## src/rtl/poly_piano_pkg.sv

```systemverilog
// Shared types and elaboration helpers for the polyphonic piano tone generator.
package piano_pkg;

    typedef enum logic [2:0] {
        LISTEN   = 3'd0,
        GET_FREQ = 3'd1,
        READ     = 3'd2,
        SUM      = 3'd3,
        PLAY     = 3'd4
    } state_e;

    // Widest chord popcount() accepts; NUM_KEYS must not exceed this.
    localparam int MAX_KEYS = 64;

    function automatic int clog2(input int n);
        int r;
        r = 0;
        for (int v = n - 1; v > 0; v = v >> 1) begin
            r = r + 1;
        end
        return r;
    endfunction

    function automatic int popcount(input logic [MAX_KEYS-1:0] v);
        int cnt;
        cnt = 0;
        for (int i = 0; i < MAX_KEYS; i++) begin
            cnt = cnt + int'(v[i]);
        end
        return cnt;
    endfunction

endpackage

```

## src/rtl/poly_piano_if.sv

```systemverilog
// Keyboard-side and audio-side signals of poly_piano; master drives keys/tunes, slave is the generator.
interface poly_piano_if #(
    parameter int NUM_KEYS = 8,
    parameter int WAVE_W   = 8,
    parameter int PHASE_W  = 16
);
    import piano_pkg::*;

    localparam int OUT_W = WAVE_W + clog2(NUM_KEYS);
    localparam int CNT_W = clog2(NUM_KEYS + 1);

    logic [NUM_KEYS-1:0]         keys;
    logic [NUM_KEYS*PHASE_W-1:0] tune_words;
    logic [OUT_W-1:0]            wave;
    logic                        sample_valid;
    logic [CNT_W-1:0]            active_count;

    modport master (
        output keys,
        output tune_words,
        input  wave,
        input  sample_valid,
        input  active_count
    );

    modport slave (
        input  keys,
        input  tune_words,
        output wave,
        output sample_valid,
        output active_count
    );

endinterface

```

## src/rtl/poly_piano_sine_rom.sv

```systemverilog
// One full sine period of 2^ROM_AW signed entries, rounded to the nearest integer; registered read.
module sine_rom #(
    parameter int ROM_AW = 6,
    parameter int WAVE_W = 8
) (
    input  logic                     clk,
    input  logic [ROM_AW-1:0]        addr,
    output logic signed [WAVE_W-1:0] data
);
    localparam int  DEPTH  = 2 ** ROM_AW;
    localparam real AMP    = real'((1 << (WAVE_W - 1)) - 1);
    localparam real TWO_PI = 6.283185307179586;

    logic signed [WAVE_W-1:0] tab_s [DEPTH];

    for (genvar k = 0; k < DEPTH; k++) begin : g_tab
        localparam real VAL  = AMP * $sin(TWO_PI * real'(k) / real'(DEPTH));
        localparam int  IVAL = (VAL >= 0.0) ? $rtoi(VAL + 0.5) : -$rtoi(0.5 - VAL);
        assign tab_s[k] = WAVE_W'(IVAL);
    end

    // Table lookup, one cycle of latency.
    always_ff @(posedge clk) begin
        data <= tab_s[addr];
    end

endmodule

```

## src/rtl/poly_piano.sv

```systemverilog
// Polyphonic tone generator: per-key phase accumulators sharing one sine ROM,
// summed once per SAMPLE_DIV clocks into an offset-binary sample.
module poly_piano #(
    parameter int NUM_KEYS   = 8,
    parameter int WAVE_W     = 8,
    parameter int PHASE_W    = 16,
    parameter int ROM_AW     = 6,
    parameter int SAMPLE_DIV = 1024
) (
    input  logic         clk,
    input  logic         rst,
    poly_piano_if.slave  bus
);
    import piano_pkg::*;

    localparam int OUT_W = WAVE_W + clog2(NUM_KEYS);
    localparam int CNT_W = clog2(NUM_KEYS + 1);
    localparam int IDX_W = (NUM_KEYS > 1) ? clog2(NUM_KEYS) : 1;
    localparam int TMR_W = clog2(SAMPLE_DIV);

    logic [NUM_KEYS-1:0]     sync1_q, sync2_q, chord_q, chord_d;
    logic [TMR_W-1:0]        timer_q, timer_d;
    logic                    tick_s;
    state_e                  state_q, state_d;
    logic [IDX_W-1:0]        idx_q, idx_d;
    logic signed [OUT_W-1:0] acc_q, acc_d;
    logic [CNT_W-1:0]        active_q, active_d;
    logic [OUT_W-1:0]        wave_q, wave_d;
    logic                    valid_q, valid_d;
    logic [PHASE_W-1:0]      phase_q [NUM_KEYS];
    logic [PHASE_W-1:0]      phase_d [NUM_KEYS];
    logic [PHASE_W-1:0]      cur_phase_s, tune_s;
    logic signed [WAVE_W-1:0] rom_data_s;

    assign cur_phase_s = phase_q[idx_q];
    assign tune_s      = bus.tune_words[int'(idx_q) * PHASE_W +: PHASE_W];
    assign tick_s      = (timer_q == TMR_W'(SAMPLE_DIV - 1));
    assign timer_d     = tick_s ? '0 : timer_q + TMR_W'(1);

    // The ROM is addressed every cycle; only the value read in READ is consumed in SUM.
    sine_rom #(
        .ROM_AW (ROM_AW),
        .WAVE_W (WAVE_W)
    ) u_rom (
        .clk  (clk),
        .addr (cur_phase_s[PHASE_W-1 -: ROM_AW]),
        .data (rom_data_s)
    );

    // Sequencer: latch chord, walk every voice through READ/SUM, then publish the sample.
    always_comb begin
        state_d  = state_q;
        chord_d  = chord_q;
        active_d = active_q;
        acc_d    = acc_q;
        idx_d    = idx_q;
        wave_d   = wave_q;
        valid_d  = 1'b0;
        for (int k = 0; k < NUM_KEYS; k++) begin
            phase_d[k] = phase_q[k];
        end
        case (state_q)
            LISTEN: begin
                if (tick_s) begin
                    state_d = GET_FREQ;
                end else begin
                    state_d = LISTEN;
                end
            end
            GET_FREQ: begin
                chord_d  = sync2_q;
                active_d = CNT_W'(popcount(MAX_KEYS'(sync2_q)));
                acc_d    = '0;
                idx_d    = '0;
                state_d  = READ;
            end
            READ: begin
                state_d = SUM;
            end
            SUM: begin
                // Released voices park at phase 0 so the next press starts a fresh cycle.
                if (chord_q[idx_q]) begin
                    acc_d          = acc_q + OUT_W'(rom_data_s);
                    phase_d[idx_q] = cur_phase_s + tune_s;
                end else begin
                    phase_d[idx_q] = '0;
                end
                if (idx_q == IDX_W'(NUM_KEYS - 1)) begin
                    state_d = PLAY;
                end else begin
                    idx_d   = idx_q + IDX_W'(1);
                    state_d = READ;
                end
            end
            PLAY: begin
                wave_d  = {~acc_q[OUT_W-1], acc_q[OUT_W-2:0]};
                valid_d = 1'b1;
                state_d = LISTEN;
            end
            default: begin
                state_d = LISTEN;
            end
        endcase
    end

    // State registers with asynchronous reset to silence.
    always_ff @(posedge clk or posedge rst) begin
        if (rst) begin
            sync1_q  <= '0;
            sync2_q  <= '0;
            chord_q  <= '0;
            timer_q  <= '0;
            state_q  <= LISTEN;
            idx_q    <= '0;
            acc_q    <= '0;
            active_q <= '0;
            wave_q   <= {1'b1, {(OUT_W-1){1'b0}}};
            valid_q  <= 1'b0;
            for (int k = 0; k < NUM_KEYS; k++) begin
                phase_q[k] <= '0;
            end
        end else begin
            sync1_q  <= bus.keys;
            sync2_q  <= sync1_q;
            chord_q  <= chord_d;
            timer_q  <= timer_d;
            state_q  <= state_d;
            idx_q    <= idx_d;
            acc_q    <= acc_d;
            active_q <= active_d;
            wave_q   <= wave_d;
            valid_q  <= valid_d;
            for (int k = 0; k < NUM_KEYS; k++) begin
                phase_q[k] <= phase_d[k];
            end
        end
    end

    assign bus.wave         = wave_q;
    assign bus.sample_valid = valid_q;
    assign bus.active_count = active_q;

endmodule

```

## src/flat_wrapper.sv

```systemverilog
// flat-port wrapper written by rule: the top's interface ports become plain ports
module poly_piano_flat import piano_pkg::*;
#(
    parameter int NUM_KEYS   = 8,
    parameter int WAVE_W     = 8,
    parameter int PHASE_W    = 16,
    parameter int ROM_AW     = 6,
    parameter int SAMPLE_DIV = 1024
)
  (clk, rst, bus_keys, bus_tune_words, bus_wave, bus_sample_valid, bus_active_count);
  poly_piano_if #(.NUM_KEYS(NUM_KEYS), .WAVE_W(WAVE_W), .PHASE_W(PHASE_W)) bus_i ();
  input  logic clk;
  input  logic rst;
  input wire logic [$bits(bus_i.keys)-1:0] bus_keys;
  input wire logic [$bits(bus_i.tune_words)-1:0] bus_tune_words;
  output wire logic [$bits(bus_i.wave)-1:0] bus_wave;
  output wire logic [$bits(bus_i.sample_valid)-1:0] bus_sample_valid;
  output wire logic [$bits(bus_i.active_count)-1:0] bus_active_count;
  assign bus_i.keys = bus_keys;
  assign bus_i.tune_words = bus_tune_words;
  assign bus_wave = bus_i.wave;
  assign bus_sample_valid = bus_i.sample_valid;
  assign bus_active_count = bus_i.active_count;
  poly_piano #(.NUM_KEYS(NUM_KEYS), .WAVE_W(WAVE_W), .PHASE_W(PHASE_W), .ROM_AW(ROM_AW), .SAMPLE_DIV(SAMPLE_DIV)) u_core (.clk(clk), .rst(rst), .bus(bus_i));
endmodule
```

## config.mk

```make
export PLATFORM = sky130hd
export DESIGN_NAME = poly_piano_flat
export DESIGN_NICKNAME = d
export VERILOG_FILES = /design/src/rtl/poly_piano_pkg.sv /design/src/rtl/poly_piano_if.sv /design/src/rtl/poly_piano_sine_rom.sv /design/src/rtl/poly_piano.sv /design/src/flat_wrapper.sv
export SDC_FILE = /design/constraint.sdc
export NUM_CORES = 1
export LEC_CHECK = 0
export BUFFER_PORTS_ARGS = -buffer_cell sky130_fd_sc_hd__buf_4
export CAP_MARGIN = 40
export CORE_MARGIN = 2
export CORE_UTILIZATION = 40
export DETAILED_ROUTE_END_ITERATION = 6
export GPL_TIMING_DRIVEN = 0
export PLACE_DENSITY_LB_ADDON = 0.15
export SYNTH_ARGS = -nofsm -noshare
export SYNTH_HDL_FRONTEND = slang
export SYNTH_SLANG_ARGS = --single-unit
```

## constraint.sdc

```tcl
create_clock -name clk -period 8.7 [get_ports clk]
set_input_delay 0.87 -clock clk [delete_from_list [all_inputs] [get_ports clk]]
set_output_delay 0.87 -clock clk [all_outputs]
set_load 0.005 [all_outputs]
```

# Word level (Yosys, flattened, before mapping)
# Memory sizes are Yosys's and may differ from the RTL's. A register that Yosys moved wholly into a read port is not among the register bits.
# Index checks and enable logic that the tools add are counted.
dict set report op_classes {
  reduce_logical 5
  n_shift 1
  eq_ne 8
  n_mux 18
  addsub 11
  bitwise 5
  n_lt_le_gt_ge 3
}
# operator count
set ops {}
lappend ops {{bitwise AND 128 bit} 1}
lappend ops {{bitwise mux 128 bit} 1}
lappend ops {{two-way mux 128 bit} 1}
lappend ops {{NOT 128 bit} 1}
lappend ops {{variable part select 128 x 8 -> 16 bit} 1}
lappend ops {{binary-select mux 16 bit (select 3 bit)} 1}
lappend ops {{demux 16 bit (select 3 bit)} 1}
lappend ops {{two-way mux 16 bit} 3}
lappend ops {{adder 4 x 2 -> 4 bit} 6}
lappend ops {{case mux 11 bit (2 select lines)} 1}
lappend ops {{adder 16 bit} 1}
lappend ops {{case mux 3 bit (4 select lines)} 1}
lappend ops {{adder 11 x 8 -> 11 bit} 1}
lappend ops {{two-way mux 11 bit} 1}
lappend ops {{adder 10 x 1 -> 10 bit, second input constant} 1}
lappend ops {{equality test 10 bit, second input constant} 1}
lappend ops {{two-way mux 10 bit} 1}
lappend ops {{NOT 6 -> 7 bit} 1}
lappend ops {{equality test 3 x 2 -> 1 bit, second input constant} 2}
lappend ops {{equality test 3 bit, second input constant} 2}
lappend ops {{two-way mux 3 bit} 2}
lappend ops {{case mux 3 bit (2 select lines)} 1}
lappend ops {{greater-or-equal comparator 4 bit, second input constant} 1}
lappend ops {{less-than comparator 3 x 4 -> 1 bit, second input constant} 1}
lappend ops {{other kinds (14)} 17}
dict set report totals {
  mem_count 1
  register_bits 195
  word_cells 70
  out_inout_bits 16
  inputBits 138
  rom_bits 512
}
# memory depth word_bits read_ports rd_clocked_by_memory_dff wr line
set memory_table {}
lappend memory_table {{(no name shown)} 64 8 1 1 0 poly_piano_sine_rom.sv:24} ;# data <= tab_s[addr];

# Depth between registers and ports, before layout
# Gate-level depths: netlist of the first run.
dict set report depth {
  depth_word 8
  ltp_mapped 17
  mapped_depth_nobuf 13
}

# Hierarchy
# From an unflattened synthesis of the first run, not the netlist that was laid out.
dict set report unflattened {
  cells_unflattened 1163
  hier_area_um2 11086.9
}
# mod area_per_inst_um2 seq_area_each_um2 cells_each n_inst
set modules_own_cells {}
lappend modules_own_cells {poly_piano 10089.7 4880.9 1040 1}
lappend modules_own_cells {sine_rom 997.2 160.2 123 1}

# Worst setup path after synthesis of the first run
# Ideal clock, no wire load.
dict set report synth_path {
  path_type {register to register}
  startpoint {register u_core.idx_q[1]}
  endpoint {register u_core.phase_q[109] (netlist bit)}
  path_stages_with_launch 16
  slack_ns 4.941
  path_buffers 4
  period_less_slack_ns 3.759
  setup_ns 0.140
  arrival_time_ns 3.619
  path_cell_list {dfrtp_1 -> buf_6 -> buf_4 -> nor3_1 -> clkbuf_1 -> clkbuf_1 -> a22oi_1 -> nand4_1 -> ha_1 -> a211oi_1 -> o211ai_1 -> nand2_1 -> o21ai_0 -> a21oi_1 -> xor2_1 -> o31ai_1}
}
dict set report synth_between {
  elab_chain_cells 8
  word_cells_on_any_way 17
  classes_between {add/sub: 1; order compare: 2; shift: 1; mux: 9; bitwise: 3; reduce/logical: 1}
}
# item line
set synth_rtl {}
lappend synth_rtl {{start, declared} poly_piano.sv:25} ;# logic [IDX_W-1:0] idx_q, idx_d;
lappend synth_rtl {{start signal, assigned} poly_piano.sv:128} ;# idx_q <= idx_d;
lappend synth_rtl {{parallel branches: the longest is 7 deep, another holds adder 16 bit} n/a}
lappend synth_rtl {{two-way mux 128 bit (*)} poly_piano.sv:82} ;# if (chord_q[idx_q]) begin
lappend synth_rtl {{end signal, assigned by index} poly_piano.sv:134} ;# phase_q[k] <= phase_d[k];
lappend synth_rtl {{end, declared} poly_piano.sv:30} ;# logic [PHASE_W-1:0] phase_q [NUM_KEYS];
# Mark *: on every way between the ends. The select of a mux whose other input is x is not followed.
# A chain may end at the register's enable or synchronous reset.

# Worst setup path after layout of the first run
dict set report layout_path {
  startpoint {register u_core.idx_q[2]}
  endpoint {register u_core.phase_q[111] (netlist bit)}
}
# The elaborated chain is that of the path after synthesis.

==> results of run 1 <==
## cell families after synthesis
kind of cell             share of synthesized area
AO/OA/AOI/OAI                                0.219
AND/OR/NAND/NOR                              0.146
flip-flops                                   0.468
buffers and inverters                       0.0407
adder cells (fa/ha/maj)                     0.0541
multiplexers                                0.0455
XOR/XNOR                                    0.0258
## state kept, by name, summed over array words and instances, names as in the netlist
signal,flops
u_core.acc_q,11
u_core.bus.active_count,4
u_core.bus.sample_valid,1
u_core.bus.wave,11
u_core.chord_q,8
u_core.idx_q,3
u_core.phase_q,128
u_core.state_q,3
u_core.sync1_q,8
u_core.sync2_q,8
u_core.timer_q,10
u_core.u_rom.data,8
## worst max path at each step
stage / from / end
final: u_core.idx_q[2]$_DFFE_PP0P_ / u_core.phase_q[111]$_DFFE_PP0P_
after global routing: u_core.idx_q[2]$_DFFE_PP0P_ / u_core.phase_q[95]$_DFFE_PP0P_
after CTS: u_core.idx_q[2]$_DFFE_PP0P_ / u_core.phase_q[111]$_DFFE_PP0P_
after detailed placement: u_core.idx_q[2]$_DFFE_PP0P_ / u_core.phase_q[111]$_DFFE_PP0P_
after global placement: rst / u_core.acc_q[0]$_DFFE_PP0P_
after floorplan: rst / u_core.acc_q[0]$_DFFE_PP0P_
## per-layer routing
metal	global-route usage	up-vias
met5	0	-
met4	0.102	0
met3	0.0336	85
met2	0.419	365
met1	0.334	4782
li1	-	4484
## final cells by class
cell class / count / share of cell area
multi-input cells: 826 / 0.401
plain buffers: 78 / 0.0258
inverters: 26 / 0.00797
clock buffers: 36 / 0.0527
clock inverters: 8 / 0.00417
flip-flops and latches: 203 / 0.382
repair buffers: 159 / 0.0937
well taps: 341 / 0.0323
## cell usage after synthesis, types with 5 or more instances
library cell,count,area [um^2]
a211oi_1,6,45.0
a21o_1,5,37.5
a21oi_1,31,155
a22o_1,21,184
a22oi_1,104,781
a31oi_1,6,37.5
and2_1,5,31.3
and3_1,10,62.6
buf_2,14,70.1
clkbuf_1,57,214
dfrtp_1,194,4850
dfxtp_1,8,160
fa_1,6,120
ha_1,37,463
inv_1,21,78.8
inv_2,5,18.8
mux2_2,12,135
mux2i_1,7,70.1
mux4_2,8,180
nand2_1,210,788
nand3_1,23,115
nand4_1,27,169
nor2_1,51,191
nor3_1,11,55.1
o211ai_1,9,67.6
o21ai_0,127,636
o21ai_1,12,60.1
o21bai_1,6,45.0
o31ai_1,11,82.6
xnor2_1,17,149
xor2_1,11,96.3
## stage by stage
stage,hold WS [ns],instances,worst slack (ns)
after floorplan,0.331,1133,2.52
after global placement,0.333,1627,0.0510
after detailed placement,0.335,1633,3.22
after CTS,0.348,1677,3.22
after global routing,0.351,1677,2.85
final,0.346,1677,3.06
## critical path, stage by stage (launching register included)
cell      delay [ns]
dfrtp_1         0.34
buf_2           0.23
clkbuf_1        0.44
and3b_1         0.26
clkbuf_1        0.68
clkbuf_1        0.70
a22oi_1         0.14
nand4_1         0.26
ha_1            0.28
a211oi_1        0.47
o211ai_1        0.28
nand2_1         0.15
o21ai_0         0.16
a211oi_1        0.67
xnor2_2         0.27
o21ai_1         0.21
## report_power, final
part           leakage [uW]  total [uW]  internal, uW  switching, uW
Combinational       0.00354         128          63.5           64.1
Clock              0.000375         957           554            403
Sequential          0.00211         949           948           1.67
Total               0.00603        2030          1570            469
==> impl_metrics.toml, run 1 <==
[synth]
async_reset_ff_frac = 0.961
synthFlopType = "dfrtp_1"
syn_nets = 1314
synth_area_per_cell_um2 = 9.51
synth_edf_count = 0
synthesis.area_um2 = 10800
seq_area_frac_synth = 0.468
synth.distinct_cells = 69
netlist_instances = 1133
synth-seq-cells = 203
ys_warn_count = 0

[worst_hold_path]
hold_class = "reg2reg"
hold_path_end = "u_core.sync2_q[6]$_DFF_PP0_"
hold_depth = 0
min-delay-start = "u_core.sync1_q[6]$_DFF_PP0_"

[place]
place.port_buffers = 153
place.gp.congestion = 0.904
place.detailed.hpwl_mm = 24.8
place_area_um2 = 12400

[final_layout]
area_delta_synth_final_pct = 22.5
finish.instance_area_um2 = 13200
nNetsFinal = 1499
final_common_cell = "nand2_1"
multiInputGateArea_um2 = 5290
final_cell_mix = "nand2_1 (210), dfrtp_1 (194), buf_4 (155)"
diodes = 0
drive_above_1_share = 0.193
seq_area_um2 = 5040
final_util = 0.494
nFillCells = 2564

[die]
die_h_um = 168
io-pin-count = 154
fp.dieW_um = 168
rows = 60
core_um2 = 26700
start_util = 0.403
die_area_um2 = 28300

[global_routing]
grt_pass1_vias = 9642
grt_usage = 0.252
gr-total-overflow = 0
grt_pass1_wl_mm = 55.1
antenna_found_initial = 0
grt_max_degree = 110

[sta]
setup_viol = 0
tightestPinTransition_ns = 0.909
finalHoldViolCount = 0
period_needed_ns = 5.64
period_share = 0.648
timing.slew.headroom = 0.394
rsz0062_at_grt = "no"
clock_skew_ns = 0.0217
fin_setup_tns_ns = 0
clock.fmax_mhz = 177
slew_viol_final = 0

[pwr]
leakage_uw = 0.00603
total_power_uw = 2030
vdd_ir_drop_max_v = 0.000115
powerDensity_nw_per_um2 = 154

[clock_network]
path_clk_slew_ns = 0.07
cts.sinks = 203
cts_setup_buffers = 0
h-tree-depth = 1
cts_resized = 0
cts_buffers = 24
clkLatencyLatePin_ns = 0.53
cts_hold_buf = 0
cts_tree = "yes"
root_buffer = "clkbuf_16"
clock_path_buffers = 3

[route]
via_count = 9716
drt_first_pass_iters = 6
drcViolationCount = 0
routedWlPerCell_um = 21.3
drt_iter0_markers = 740
wl_met2_mm = 17.3
vias_per_cell = 5.79
drt_wl_total_mm = 35.8
met3WireLength_mm = 2.02
top_layer = "met4"
ant_nets = 0
met1Wirelength_mm = 15.0

[status]
outcome = "finished clean"

[critical_path]
cp.arrival_ns = 6.08
crit_fanout = 10
reg2reg_slack_ns = 3.06
cp-end-kind = "flip-flop"
crit_path_start_kind = "flip-flop"
required_ns = 9.14
path_class = "reg2reg"
rr_worst_depth = 15
r2r-start = "u_core.idx_q[2]$_DFFE_PP0P_"
worst_r2r_endpoint = "u_core.phase_q[111]$_DFFE_PP0P_"

[job]
maxCapViolations = 0
(Power assumes the default switching activity.)
==> run 2, diff against run 1 <==
- clock period: 8.7 -> 5.3 ns (I/O delays scaled with it)
==> run 2 against run 1 <==
Effect of this change:
- maximum frequency up 13%
- non-clock buffer count up 2
- hold slack worse by 0.24 ns
- core utilization up 0.58 points
- die area unchanged
- clock skew up 0.011 ns
- power up 71%
==> impl_metrics.toml, run 2 (synthesis results as in run 1) <==
[clock_network]
cts_tree = "yes"
cts_setup_buffers = 0
h-tree-depth = 1
cts_resized = 7
cts_buffers = 23
cts_hold_buf = 0
clock_path_buffers = 3
root_buffer = "clkbuf_16"
path_clk_slew_ns = 0.06
cts.sinks = 203
clkLatencyLatePin_ns = 0.54

[final_layout]
regMostFlops = "u_core.phase_q"
nFillCells = 2521
final_common_cell = "nand2_1"
diodes = 0
nNetsFinal = 1500
area_delta_synth_final_pct = 23.9
drive_above_1_share = 0.209
final_cell_mix = "nand2_1 (210), dfrtp_1 (194), buf_4 (155)"
seq_area_um2 = 5040
final_util = 0.499
largest_reg_flops = 128
multiInputGateArea_um2 = 5320

[critical_path]
cp.arrival_ns = 5.36
crit_fanout = 10
reg2reg_slack_ns = 0.30
crit_path_start_kind = "flip-flop"
path_class = "reg2reg"
cp-end-kind = "flip-flop"
required_ns = 5.66

[die]
core_um2 = 26700
fp.dieW_um = 168
die_area_um2 = 28300
die_h_um = 168
io-pin-count = 154
start_util = 0.403
rows = 60

[worst_hold_path]
hold_class = "in2reg"

[sta]
tightestPinTransition_ns = 0.853
rsz0062_at_grt = "no"
period_share = 0.944
clock.fmax_mhz = 200
fin_setup_tns_ns = 0
timing.slew.headroom = 0.432
finalHoldViolCount = 0
clock_skew_ns = 0.0325
slew_viol_final = 0
whs_ns = 0.103
setup_viol = 0
period_needed_ns = 5.00

[route]
drt_wl_total_mm = 35.7
drcViolationCount = 0
drt_iter0_markers = 774
drt_first_pass_iters = 6
ant_nets = 0
vias_per_cell = 5.77
via_count = 9684
routedWlPerCell_um = 21.3

[global_routing]
grt_max_degree = 38
antenna_found_initial = 0
gr-total-overflow = 0
grt_pass1_wl_mm = 55.0
grt_usage = 0.251
grt_pass1_vias = 9675

[place]
place.port_buffers = 153
place.detailed.hpwl_mm = 24.9
place.gp.congestion = 0.881

[pwr]
vdd_ir_drop_max_v = 0.000237
leakage_uw = 0.00612
powerDensity_nw_per_um2 = 261

[job]
maxCapViolations = 0

[status]
outcome = "finished clean"
-- run 2: cell types whose count changed in the layout (fill, tap and decap cells not counted), moves of 2 or more --
cell	before	now
clkbuf_8	5	7
clkbuf_2	0	13
bufinv_16	0	3
buf_12	0	5
clkbuf_1	64	48
buf_1	2	0
-- run 2: report_power, final --
group,switching (uW),internal [uW]
logic,106,110
clock network,667,1050
registers,2.85,1560
total,776,2710
-- run 2: final cells by class --
type                    count  area share
multi-input cells         826       0.398
flip-flops and latches    203       0.378
repair buffers            161      0.0961
clock buffers              32      0.0509
well taps                 341      0.0320
plain buffers              78      0.0267
clock inverters            10      0.0108
inverters                  26     0.00759
-- run 2: worst paths after layout --
kind | startpoint | endpoint | depth (start not counted)
max in group asynchronous | rst | u_core.phase_q[94]$_DFFE_PP0P_ | 4
worst max register to register | u_core.idx_q[1]$_DFFE_PP0P_ | u_core.phase_q[124]$_DFFE_PP0P_ | 17
worst max-delay path | u_core.idx_q[1]$_DFFE_PP0P_ | u_core.phase_q[124]$_DFFE_PP0P_ | 17
min in group asynchronous | rst | u_core.phase_q[112]$_DFFE_PP0P_ | 2
worst min register to register | u_core.sync1_q[6]$_DFF_PP0_ | u_core.sync2_q[6]$_DFF_PP0_ | 0
worst min-delay path | bus_keys[3] | u_core.sync1_q[3]$_DFF_PP0_ | 1
-- run 2: per-stage QoR --
step / power, uW / cell area [um^2] / instances / worst slack (ns)
after floorplan: 1680 / 10800 / 1133 / 1.54
after global placement: 1790 / 12300 / 1627 / -0.499
after detailed placement: 1800 / 12500 / 1635 / -0.443
after CTS: 3510 / 13300 / 1677 / 0.0869
after global routing: 3600 / 13300 / 1677 / 0.000563
final: 3490 / 13300 / 1677 / 0.299
-- run 2: metal layers --
| layer | wire (um) | up-vias | track usage |
|---|---|---|---|
| li1 | - | 4482 | - |
| met1 | 14800 | 4729 | 0.332 |
| met2 | 17200 | 376 | 0.416 |
| met3 | 2200 | 97 | 0.0378 |
| met4 | 1490 | 0 | 0.101 |
| met5 | 0 | - | 0 |
-- run 2: worst max-delay path, stage by stage (launching register included) --
cell and delay (ns):
dfrtp_1 0.40, buf_6 0.16, buf_4 0.19, buf_2 0.21
nor3_1 0.25, buf_2 0.41, clkbuf_1 0.64, a22oi_1 0.23
nand4_1 0.15, ha_1 0.23, fa_1 0.23, a21oi_1 0.13
o211ai_1 0.32, nand2_1 0.12, o21ai_0 0.27, nor2_1 0.09
xor2_1 0.58, o21ai_0 0.21
==> run 3, diff against run 2 <==
- CORE_ASPECT_RATIO: unset -> 0.5
==> run 3 against run 2 <==
Effect of this change:
- maximum frequency fell by 1.5%
- critical path depth fell by 1
- first-iteration DRC count rose by 18%
- non-clock buffer count fell by 1
- sequential power barely moved
- clock power fell by 12%
- clock-buffer cell count fell by 2
- flip-flop and latch count did not move
- die area rose by 0.28%
- clock skew fell by 0.0067 ns
- routed wire length rose by 3.6%
- register-to-register slack got worse by 0.08 ns
- critical path type unchanged
- largest cell class unchanged
==> impl_metrics.toml, run 3 (synthesis results as in run 1) <==
[pwr]
vdd_ir_drop_max_v = 0.000186
powerDensity_nw_per_um2 = 249
leakage_uw = 0.00604

[final_layout]
finish.instance_area_um2 = 13200
diodes = 0
nNetsFinal = 1497
final_common_cell = "nand2_1"
multiInputGateArea_um2 = 5310
regMostFlops = "u_core.phase_q"
largest_reg_flops = 128
final_cell_mix = "nand2_1 (210), dfrtp_1 (194), buf_4 (155)"
drive_above_1_share = 0.200
nFillCells = 2495
seq_area_um2 = 5040
area_delta_synth_final_pct = 22.6

[clock_network]
path_clk_slew_ns = 0.06
cts_hold_buf = 0
cts_buffers = 21
clock_path_buffers = 3
root_buffer = "clkbuf_16"
cts_tree = "yes"
cts.sinks = 203
clkLatencyLatePin_ns = 0.53
h-tree-depth = 1

[place]
place_area_um2 = 12500
place.detailed.hpwl_mm = 26.0
place.port_buffers = 153
place.gp.congestion = 0.894
pre_cts_ws_ns = -0.130

[critical_path]
cp-end-kind = "flip-flop"
cp.arrival_ns = 5.47
cpMostUsedCell = "clkbuf_1"
crit_fanout = 10
required_ns = 5.69
crit_path_start_kind = "flip-flop"
cpMaxStageDelayCell = "o41ai_1"
max_stage_delay_ns = 0.47
path_class = "reg2reg"
crit_chain = "buf_2 > clkbuf_1 > nor3b_1 > clkbuf_2 > clkbuf_1 > a22oi_1 > nand4_1 > ha_1 > fa_1 > a21oi_1 > o211ai_1 > nand2_1 > o21ai_0 > o41ai_1 > xnor2_2 > a22o_1"

[global_routing]
grt_usage = 0.262
antenna_found_initial = 0
grt_pass1_wl_mm = 56.9
grt_pass1_vias = 9740
grt_max_degree = 43
gr-total-overflow = 0

[sta]
finalHoldViolCount = 0
clock_skew_ns = 0.0259
period_share = 0.958
whs_ns = 0.113
timing.slew.headroom = 0.379
setup_viol = 0
slew_viol_final = 0
period_needed_ns = 5.08
fin_ws_ns = 0.224
clock.fmax_mhz = 197
tightestPinTransition_ns = 0.931

[die]
rows = 42
start_util = 0.407
fp.dieW_um = 236
die_h_um = 120
core_um2 = 26400
io-pin-count = 154
die_area_um2 = 28300

[job]
maxCapViolations = 0

[route]
via_count = 9916
drt_iter0_markers = 917
ant_nets = 0
drcViolationCount = 0
routedWlPerCell_um = 21.9
drt_first_pass_iters = 5
vias_per_cell = 5.89
drt_wl_total_mm = 36.9

[status]
outcome = "finished clean"

[worst_hold_path]
hold_class = "in2async"
==> run 3: changes by cell type in the layout (fill, tap and decap cells not counted), moves of 2 or more <==
cell / before / now
clkbuf_16: 23 / 21
clkbuf_2: 13 / 8
clkbuf_8: 7 / 3
clkbuf_1: 48 / 54
==> run 3: final cells by class <==
class / instances / share of cell area
Clock inverter: 8 / 0.00711
Inverter: 26 / 0.00768
Multi-Input combinational cell: 826 / 0.402
Clock buffer: 30 / 0.0446
Tap cell: 352 / 0.0334
Sequential cell: 203 / 0.382
Timing Repair Buffer: 161 / 0.0971
Buffer: 77 / 0.0263
==> run 3: power breakdown <==
| part | switching [uW] | internal, uW | leakage, uW |
|---|---|---|---|
| Combinational | 114 | 111 | 0.00360 |
| Clock | 637 | 874 | 0.000340 |
| Sequential | 3.38 | 1550 | 0.00211 |
==> run 3: what timing repair did <==
action / in CTS / in global routing
pin swaps: 0 / 0
setup endpoints to repair: 17 / 25
buffers inserted: 0 / 0
gates resized for setup: 4 / 13
==> run 3: metal layers <==
layer / vias to the layer above / part of all wire / GRT usage
met5: - / 0 / 0
met4: 0 / 0.031 / 0.0800
met3: 87 / 0.082 / 0.0605
met2: 453 / 0.45 / 0.414
met1: 4893 / 0.43 / 0.359
li1: 4483 / - / -
==> run 3: critical path: cells and delay by family (launching register included) <==
kind                       cells  cell delay (ns)
AOI/OAI and AO/OA              6             1.73
buffers and inverters          4             1.39
adders and majority gates      2             0.71
DFF                            1             0.35
xor gates and xnor gates       1             0.27
and+or+nand+nor                3             0.48
==> run 3: stage by stage <==
step	cells	total power, uW	TNS, ns	util
2_1_floorplan	1133	1680	0	-
3_3_place_gp	1638	1790	-1.49	0.468
3_5_place_dp	1646	1810	-1.66	0.473
4_1_cts	1684	3320	0	0.499
5_1_grt	1683	3410	-0.000979	0.499
6_report	1683	3290	0	0.499
==> run 3: final timing paths <==
| check | start | endpoint | slack (ns) | cells after the start |
|---|---|---|---|---|
| min in group clk | bus_keys[1] | u_core.sync1_q[1]$_DFF_PP0_ | 0.13 | 1 |
| max in group asynchronous | rst | u_core.bus.wave[10]$_DFFE_PP1P_ | 3.99 | 5 |
| setup reg to reg | u_core.idx_q[2]$_DFFE_PP0P_ | u_core.phase_q[110]$_DFFE_PP0P_ | 0.22 | 16 |
| hold / removal | rst | u_core.phase_q[80]$_DFFE_PP0P_ | 0.11 | 2 |
| setup / recovery | u_core.idx_q[2]$_DFFE_PP0P_ | u_core.phase_q[110]$_DFFE_PP0P_ | 0.22 | 16 |
| hold reg to reg | u_core.sync1_q[0]$_DFF_PP0_ | u_core.sync2_q[0]$_DFF_PP0_ | 0.35 | 0 |
